<file path="src/rtl/usr_pkg.sv">
// rtl/usr_pkg.sv - shared types and constants for the serial receiver
package usr_pkg;

  typedef enum logic [1:0] {
    IDLE   = 2'd0,
    SHIFT  = 2'd1,
    PARITY = 2'd2
  } rx_state_e;

  localparam logic DIR_MSB_FIRST = 1'b0;
  localparam logic DIR_LSB_FIRST = 1'b1;

endpackage

</file>
<file path="src/rtl/usr_rx_shifter.sv">
// rtl/usr_rx_shifter.sv - WIDTH-bit receive shift register with load-first and direction
module usr_rx_shifter
  import usr_pkg::*;
#(
  parameter int WIDTH = 8
) (
  input  logic             clk,
  input  logic             rst_n,
  input  logic             load_i,
  input  logic             shift_i,
  input  logic             dir_i,
  input  logic             bit_i,
  output logic [WIDTH-1:0] data_o,
  output logic [WIDTH-1:0] next_o
);

  logic [WIDTH-1:0] data_q;
  logic [WIDTH-1:0] data_d;

  // load clears stale bits from an aborted frame while inserting the first bit
  always_comb begin
    data_d = data_q;
    if (load_i) begin
      if (dir_i == DIR_LSB_FIRST) data_d = {bit_i, {(WIDTH-1){1'b0}}};
      else                        data_d = {{(WIDTH-1){1'b0}}, bit_i};
    end else if (shift_i) begin
      if (dir_i == DIR_LSB_FIRST) data_d = {bit_i, data_q[WIDTH-1:1]};
      else                        data_d = {data_q[WIDTH-2:0], bit_i};
    end
  end

  always_ff @(posedge clk or negedge rst_n) begin
    if (!rst_n) data_q <= '0;
    else        data_q <= data_d;
  end

  assign data_o = data_q;
  assign next_o = data_d;

endmodule

</file>
<file path="src/rtl/usr_serial_rx.sv">
// rtl/usr_serial_rx.sv - serial-to-parallel receiver; USR_RX_PARITY_CHECK_EN adds even-parity check
module usr_serial_rx
  import usr_pkg::*;
#(
  parameter int WIDTH = 8
) (
  input  logic             clk,
  input  logic             rst_n,
  input  logic             ser_in,
  input  logic             ser_valid,
  input  logic             sof,
  input  logic             dir,
  output logic [WIDTH-1:0] par_out,
  output logic             par_valid,
  input  logic             out_ready,
  output logic             busy,
  output logic             overrun,
  output logic             frame_err,
  output logic             parity_err
);

  localparam int CW = $clog2(WIDTH + 1);

  rx_state_e        state_q;
  logic [CW-1:0]    cnt_q;
  logic             dir_q;
  logic [WIDTH-1:0] par_out_q;
  logic             par_valid_q;
  logic             overrun_q;
  logic             frame_err_q;

  logic             take;
  logic             shift_en;
  logic             last_bit;
  logic             word_done;
  logic [WIDTH-1:0] word;
  logic [WIDTH-1:0] sh_data;
  logic [WIDTH-1:0] sh_next;

  assign take     = ser_valid & sof;
  assign shift_en = ser_valid & ~sof & (state_q == SHIFT);
  assign last_bit = shift_en & (cnt_q == CW'(WIDTH - 1));

  usr_rx_shifter #(.WIDTH(WIDTH)) u_shifter (
    .clk    (clk),
    .rst_n  (rst_n),
    .load_i (take),
    .shift_i(shift_en),
    .dir_i  (take ? dir : dir_q),
    .bit_i  (ser_in),
    .data_o (sh_data),
    .next_o (sh_next)
  );

`ifdef USR_RX_PARITY_CHECK_EN
  logic par_bit;
  logic parity_ok;
  logic parity_err_q;

  assign par_bit    = ser_valid & ~sof & (state_q == PARITY);
  assign parity_ok  = ~(^sh_data ^ ser_in);
  assign word_done  = par_bit & parity_ok;
  assign word       = sh_data;
  assign parity_err = parity_err_q;

  always_ff @(posedge clk or negedge rst_n) begin
    if (!rst_n) parity_err_q <= 1'b0;
    else        parity_err_q <= par_bit & ~parity_ok;
  end
`else
  assign word_done  = last_bit;
  assign word       = sh_next;
  assign parity_err = 1'b0;
`endif

  always_ff @(posedge clk or negedge rst_n) begin
    if (!rst_n) begin
      state_q     <= IDLE;
      cnt_q       <= '0;
      dir_q       <= DIR_MSB_FIRST;
      par_out_q   <= '0;
      par_valid_q <= 1'b0;
      overrun_q   <= 1'b0;
      frame_err_q <= 1'b0;
    end else begin
      overrun_q   <= 1'b0;
      frame_err_q <= 1'b0;

      // a completion in the accept cycle reloads the slot with no bubble
      if (par_valid_q && out_ready) par_valid_q <= 1'b0;
      if (word_done) begin
        if (par_valid_q && !out_ready) begin
          overrun_q <= 1'b1;
        end else begin
          par_out_q   <= word;
          par_valid_q <= 1'b1;
        end
      end

      if (take) begin
        if (state_q != IDLE) frame_err_q <= 1'b1;
        state_q <= SHIFT;
        cnt_q   <= CW'(1);
        dir_q   <= dir;
      end else begin
        case (state_q)
          SHIFT: begin
            if (shift_en) begin
              if (last_bit) begin
                cnt_q <= '0;
`ifdef USR_RX_PARITY_CHECK_EN
                state_q <= PARITY;
`else
                state_q <= IDLE;
`endif
              end else begin
                cnt_q <= cnt_q + CW'(1);
              end
            end
          end
          PARITY: begin
            if (ser_valid) state_q <= IDLE;
          end
          default: state_q <= IDLE;
        endcase
      end
    end
  end

  assign par_out   = par_out_q;
  assign par_valid = par_valid_q;
  assign busy      = (state_q != IDLE);
  assign overrun   = overrun_q;
  assign frame_err = frame_err_q;

endmodule

</file>
<file path="config.mk">
export PLATFORM = sky130hd
export DESIGN_NAME = usr_serial_rx
export DESIGN_NICKNAME = d
export VERILOG_FILES = /design/src/rtl/usr_pkg.sv /design/src/rtl/usr_rx_shifter.sv /design/src/rtl/usr_serial_rx.sv
export SDC_FILE = /design/constraint.sdc
export NUM_CORES = 1
export LEC_CHECK = 0
export CAP_MARGIN = 20
export CORE_MARGIN = 5
export CORE_UTILIZATION = 50
export CTS_BUF_LIST = sky130_fd_sc_hd__clkbuf_4 sky130_fd_sc_hd__clkbuf_8 sky130_fd_sc_hd__clkbuf_16
export DETAILED_ROUTE_END_ITERATION = 10
export MAX_ROUTING_LAYER = met4
export PLACE_DENSITY = 0.81
export SETUP_SLACK_MARGIN = 0.05
export SYNTH_ARGS = -nofsm -noshare
export SYNTH_HDL_FRONTEND = slang
export SYNTH_HIERARCHICAL = 1
export SYNTH_SLANG_ARGS = --single-unit
</file>
<file path="constraint.sdc">
create_clock -name clk -period 1.8 [get_ports clk]
set_input_delay 0.36 -clock clk [delete_from_list [all_inputs] [get_ports clk]]
set_output_delay 0.36 -clock clk [all_outputs]
set_load 0.05 [all_outputs]
</file>
=== Word level (Yosys, flattened, before mapping) ===
Cells that the tools add are included.

* Register bits after elaboration: 26
* Input bits: 7
* Output and inout bits: 13
* Logic and storage cells: 51

* $add $sub $neg: 1
* Eq/ne operators: 6
* Mux-type cells: 21
* Bitwise gates (word level): 6
* Reduce and logical (&&, ||, !) cells: 9

{| class="wikitable"
|+ Operator list
! kind !! number
|-
| $mux W8 || 4
|-
| $mux W4 || 4
|-
| $ne A3 B3 Y1 const B || 3
|-
| $mux W1 || 8
|-
| $mux W2 || 4
|-
| $reduce_bool A2 Y1 || 3
|-
| $add A4 B1 Y4 const B || 1
|-
| $and A1 B1 Y1 || 4
|-
| $eq A4 B3 Y1 const B || 1
|-
| $pmux W2 S2 || 1
|-
| $reduce_and A2 Y1 || 2
|-
| $reduce_and A3 Y1 || 1
|-
| $eq A2 B1 Y1 const B || 1
|-
| $eq A2 B2 Y1 const B || 1
|-
| $logic_and A1 B1 Y1 || 2
|-
| $not A1 Y1 || 2
|-
| $logic_not A1 Y1 || 1
|}

=== Logic depth before layout (Yosys ltp) ===
* Word-level depth: 8
* Mapped depth: 6
* Mapped depth without buffers: 5

=== Modules after synthesis ===
Netlist, hierarchy kept.

{| class="wikitable"
|+ Modules (own cells, without submodules)
! module !! times used !! cells each !! area each (um^2) !! sequential area each (um^2)
|-
| usr_serial_rx || 1 || 61 || 749.5 || 425.4
|-
| usr_rx_shifter || 1 || 37 || 410.4 || 200.2
|}

=== Worst setup path after synthesis ===
Ideal clock, no wire load.

* Kind: register to register
* Start point: reg state_q[0]
* End point: reg par_out_q[6], in the netlist par_out[6]
* Library setup time: 67 ps
* Data arrival time: 1780 ps
* Data required time: 1733 ps
* Path slack: -46 ps
* Cell stages (with the launch flop): 7
* Buffers on the path: 1
* Period minus slack after synthesis: 1846 ps
* Cell sequence: dfrtp_1 > nand2_2 > nor2_1 > buf_6 > nor2_1 > a211oi_1 > mux2_2

* Longest elaborated chain between the ends: 4
* Elaborated cells on any way between the ends: 6
* Those cells by class: eq/ne: 1; mux: 2; bitwise: 2; reduce/logical: 1

{| class="wikitable"
|+ RTL lines
! element !! RTL line !! text
|-
| start, declared || usr_serial_rx.sv:24 || <nowiki>rx_state_e state_q;</nowiki>
|-
| start signal, assigned || usr_serial_rx.sv:78 || <nowiki>state_q <= IDLE;</nowiki>
|-
| start signal, assigned || usr_serial_rx.sv:102 || <nowiki>state_q <= SHIFT;</nowiki>
|-
| start signal, assigned || usr_serial_rx.sv:114 || <nowiki>state_q <= IDLE;</nowiki>
|-
| $eq A2 B1 Y1 || usr_serial_rx.sv:41 || <nowiki>assign shift_en = ser_valid & ~sof & (state_q == SHIFT);</nowiki>
|-
| $and A1 B1 Y1 || usr_serial_rx.sv:41 ||
|-
| net shift_en || usr_serial_rx.sv:33 || <nowiki>logic shift_en;</nowiki>
|-
| $mux W8 || usr_rx_shifter.sv:26 || <nowiki>end else if (shift_i) begin</nowiki>
|-
| $mux W8 || usr_rx_shifter.sv:23 || <nowiki>if (load_i) begin</nowiki>
|-
| net sh_next[6] || usr_serial_rx.sv:38 || <nowiki>logic [WIDTH-1:0] sh_next;</nowiki>
|-
| end signal, assigned || usr_serial_rx.sv:95 || <nowiki>par_out_q <= word;</nowiki>
|-
| end, declared || usr_serial_rx.sv:27 || <nowiki>logic [WIDTH-1:0] par_out_q;</nowiki>
|}

The timed path passes the listed nets, and every way through them passes these cells.
A chain may end at the register's enable or synchronous reset.

=== Final worst setup path ===
* Start point: reg cnt_q[0]
* End point: reg par_out_q[5], in the netlist par_out[5]

* Longest elaborated chain between the ends: 3

{| class="wikitable"
|+ RTL lines
! element !! RTL line !! text
|-
| start, declared || usr_serial_rx.sv:25 || <nowiki>logic [CW-1:0] cnt_q;</nowiki>
|-
| start signal, assigned || usr_serial_rx.sv:117 || <nowiki>cnt_q <= cnt_q + CW'(1);</nowiki>
|-
| $eq A4 B3 Y1 || usr_serial_rx.sv:42 || <nowiki>assign last_bit = shift_en & (cnt_q == CW'(WIDTH - 1));</nowiki>
|-
| $and A1 B1 Y1 || usr_serial_rx.sv:42 ||
|-
| $reduce_and A2 Y1 (no line) || -- ||
|}

Every way passes these cells.

==> results.toml <==
[status]
status = "finished clean"

[power]
vdd_drop_max_mv = 0.777
power-per-cell-area_nw_per_um2 = 1200
p_leak_nw = 0.690
power_mw = 1.75

[cts]
cts_buffers = 3
htreeDepth = 1
numClockSinks = 25
clockRootBuffer = "clkbuf_4"
cts_tree = "yes"
insertion_delay_ps = 320
clock_path_buffers = 2
path_clk_slew_ps = 130

[floorplan]
die_w_um = 58.2
io_pins = 20
core-area_um2 = 2210
rows = 17
die_area_um2 = 3380
die_h_um = 58.2
initial_core_util_pct = 52.4

[critical_path]
critPathBufInv = 0
worstSetupStartpointType = "register"
crit_path_max_fanout = 8
r2r_start = "cnt_q[0]"
path_class = "register to register"
cp.arrival_ps = 1890
cp-end-kind = "register"
r2r_cells = 4
crit_family = "simple AND/OR/NAND/NOR gates"
path_cells = "ha_1, nand2_1, and4bb_4, mux2_2"
cpPeakStageDelay_ps = 450
critPathSlowestCell = "and4bb_4"
reg2reg_to = "par_out[5]"
r2r_slack_ps = 130
cp.required_ps = 2020

[logic_synthesis]
ys_seq_area_share_pct = 53.9
synth_top_area_share_pct = 53.9
yosys.area.top_type = "dfrtp_1"
postSynthCellCount = 98
synth_area_um2 = 1160
synth.cells.most_frequent = "dfrtp_1, nor2_1, mux2_2"
ys.flop_type = "dfrtp_1"
yosys_warnings = 6
async_reset_ff_share_pct = 100
synth_edf_count = 0
avgSynthCellArea_um2 = 11.8
ys_ff_latch = 25
synth_area_leaders = "dfrtp_1, mux2_2, mux2i_1"
synth_most_common_cell = "dfrtp_1"
synthesis.nets = 106
yosys.cell_types.count = 31

[drt]
drcViolationCount = 0
first_iter_violations = 14
drt-vias-per-instance = 5.69
wirelength_mm = 2.51
ant_nets = 0
drtPass1Iterations = 4
wl_per_cell_um = 16.5
dr_total_vias = 865

[grt]
grt_pass1_wl_mm = 4.22
grt_overflow_total = 0
antenna_found_initial = 0
grt_max_degree = 26
grt_util_all_layers_pct = 16.9
grt_pass1_vias = 856

[cells_and_area]
drive_gt1_share_pct = 38.7
diodes = 0
syn2layout_area_growth_pct = 25.9
fillers = 165
finalNetCount = 133
final_cell_area_um2 = 1460

[timing]
fin_crit_sh_pct = 92.9
hold_viol_final = 0
holdWs_ps = 382
final-max-slew-violation-count = 0
rsz0062_at_grt = "yes"
clock_skew_ps = 3.85
period_needed_ps = 1670
fmax_mhz = 598
setup_viol = 0

[job]
cap_violations = 0

[min_path]
hold_class = "primary input to async pin"

[placement]
place.gp.congestion = 0.856
dpl.hpwl_mm = 1.62
placed_cell_area_um2 = 1360
numPortBuffers = 18
[report_power, final]
part	leakage, nW	internal, mW	switching (mW)
logic	0.347	0.269	0.420
registers	0.324	0.688	0.106
clock network	0.0184	0.102	0.163
[layer usage]
metal | part of all wire [%] | up-vias | track usage, %
li1 | - | 405 | -
met4 | 1.8 | 0 | 9.60
met5 | 0 | - | -
met3 | 5.1 | 5 | 3.56
met2 | 51 | 22 | 26.8
met1 | 42 | 433 | 19.9
[flip-flops by register name, indices dropped and copies added (netlist names)]
register / cells
frame_err: 1
u_shifter/data_o: 8
dir_q: 1
par_valid: 1
par_out: 8
cnt_q: 4
overrun: 1
state_q: 1
[final cells by class]
cell class	instances	area [um2]	area share (%)
Clock buffer	4	30.0	2.06
Inverter	3	11.3	0.771
Multi-Input combinational cell	66	546	37.4
Sequential cell	25	627	42.9
Tap cell	28	35.0	2.40
Timing Repair Buffer	26	211	14.5
[layout by cell type (no fill, tap or decap), types with 2 or more instances in the layout]
master and n:
a211oi_2 6, a21oi_1 2, buf_4 20, clkbuf_4 4, clkdlybuf4s50_1 4, dfrtp_1 24
inv_1 3, mux2_2 8, mux2_4 2, mux2i_1 4, mux2i_2 2, nand2_1 3
nand2b_1 6, nand3_1 2, nor2_1 9, o21ai_0 2, o221ai_1 2, o22ai_1 2
[kinds of logic after synthesis]
| kind of cell | synth area share [%] |
|---|---|
| compound gates | 9.71 |
| fa+ha+maj | 1.08 |
| buf+inv | 4.64 |
| flops | 53.9 |
| mux | 13.9 |
| other cells | 0.323 |
| simple gates | 16.4 |
[repair_timing]
action                                  CTS  global route
endpoints found under the setup margin    9             8
pin swaps                                 2             1
endpoints found under the hold margin     0             0
cloned                                    1             0
resized for setup                         8             7
buffers inserted                          0             0
hold buffers                              0             0
[metrics by stage]
step	worst slack [ps]	setup TNS (ps)	utilization, %	instances
after floorplan	144	0	-	98
after global placement	-364	-4080	61.7	147
after detailed placement	-449	-4980	61.7	147
after CTS	69.1	0	64.8	152
after global routing	47.3	0	66.0	152
final	127	0	66.0	152
[worst max-delay path by stage]
stage                    start    endpoint  slack, ps  cells past startpoint
finish                cnt_q[0]  par_out[5]        130                      4
global route          cnt_q[0]  par_out[6]         50                      4
CTS                  ser_valid  par_out[3]         70                      6
detailed placement         sof  par_out[3]       -450                      6
global placement     ser_valid  par_out[6]       -360                      6
floorplan           state_q[0]  par_out[6]        140                      6
(Power assumes the default switching activity.)
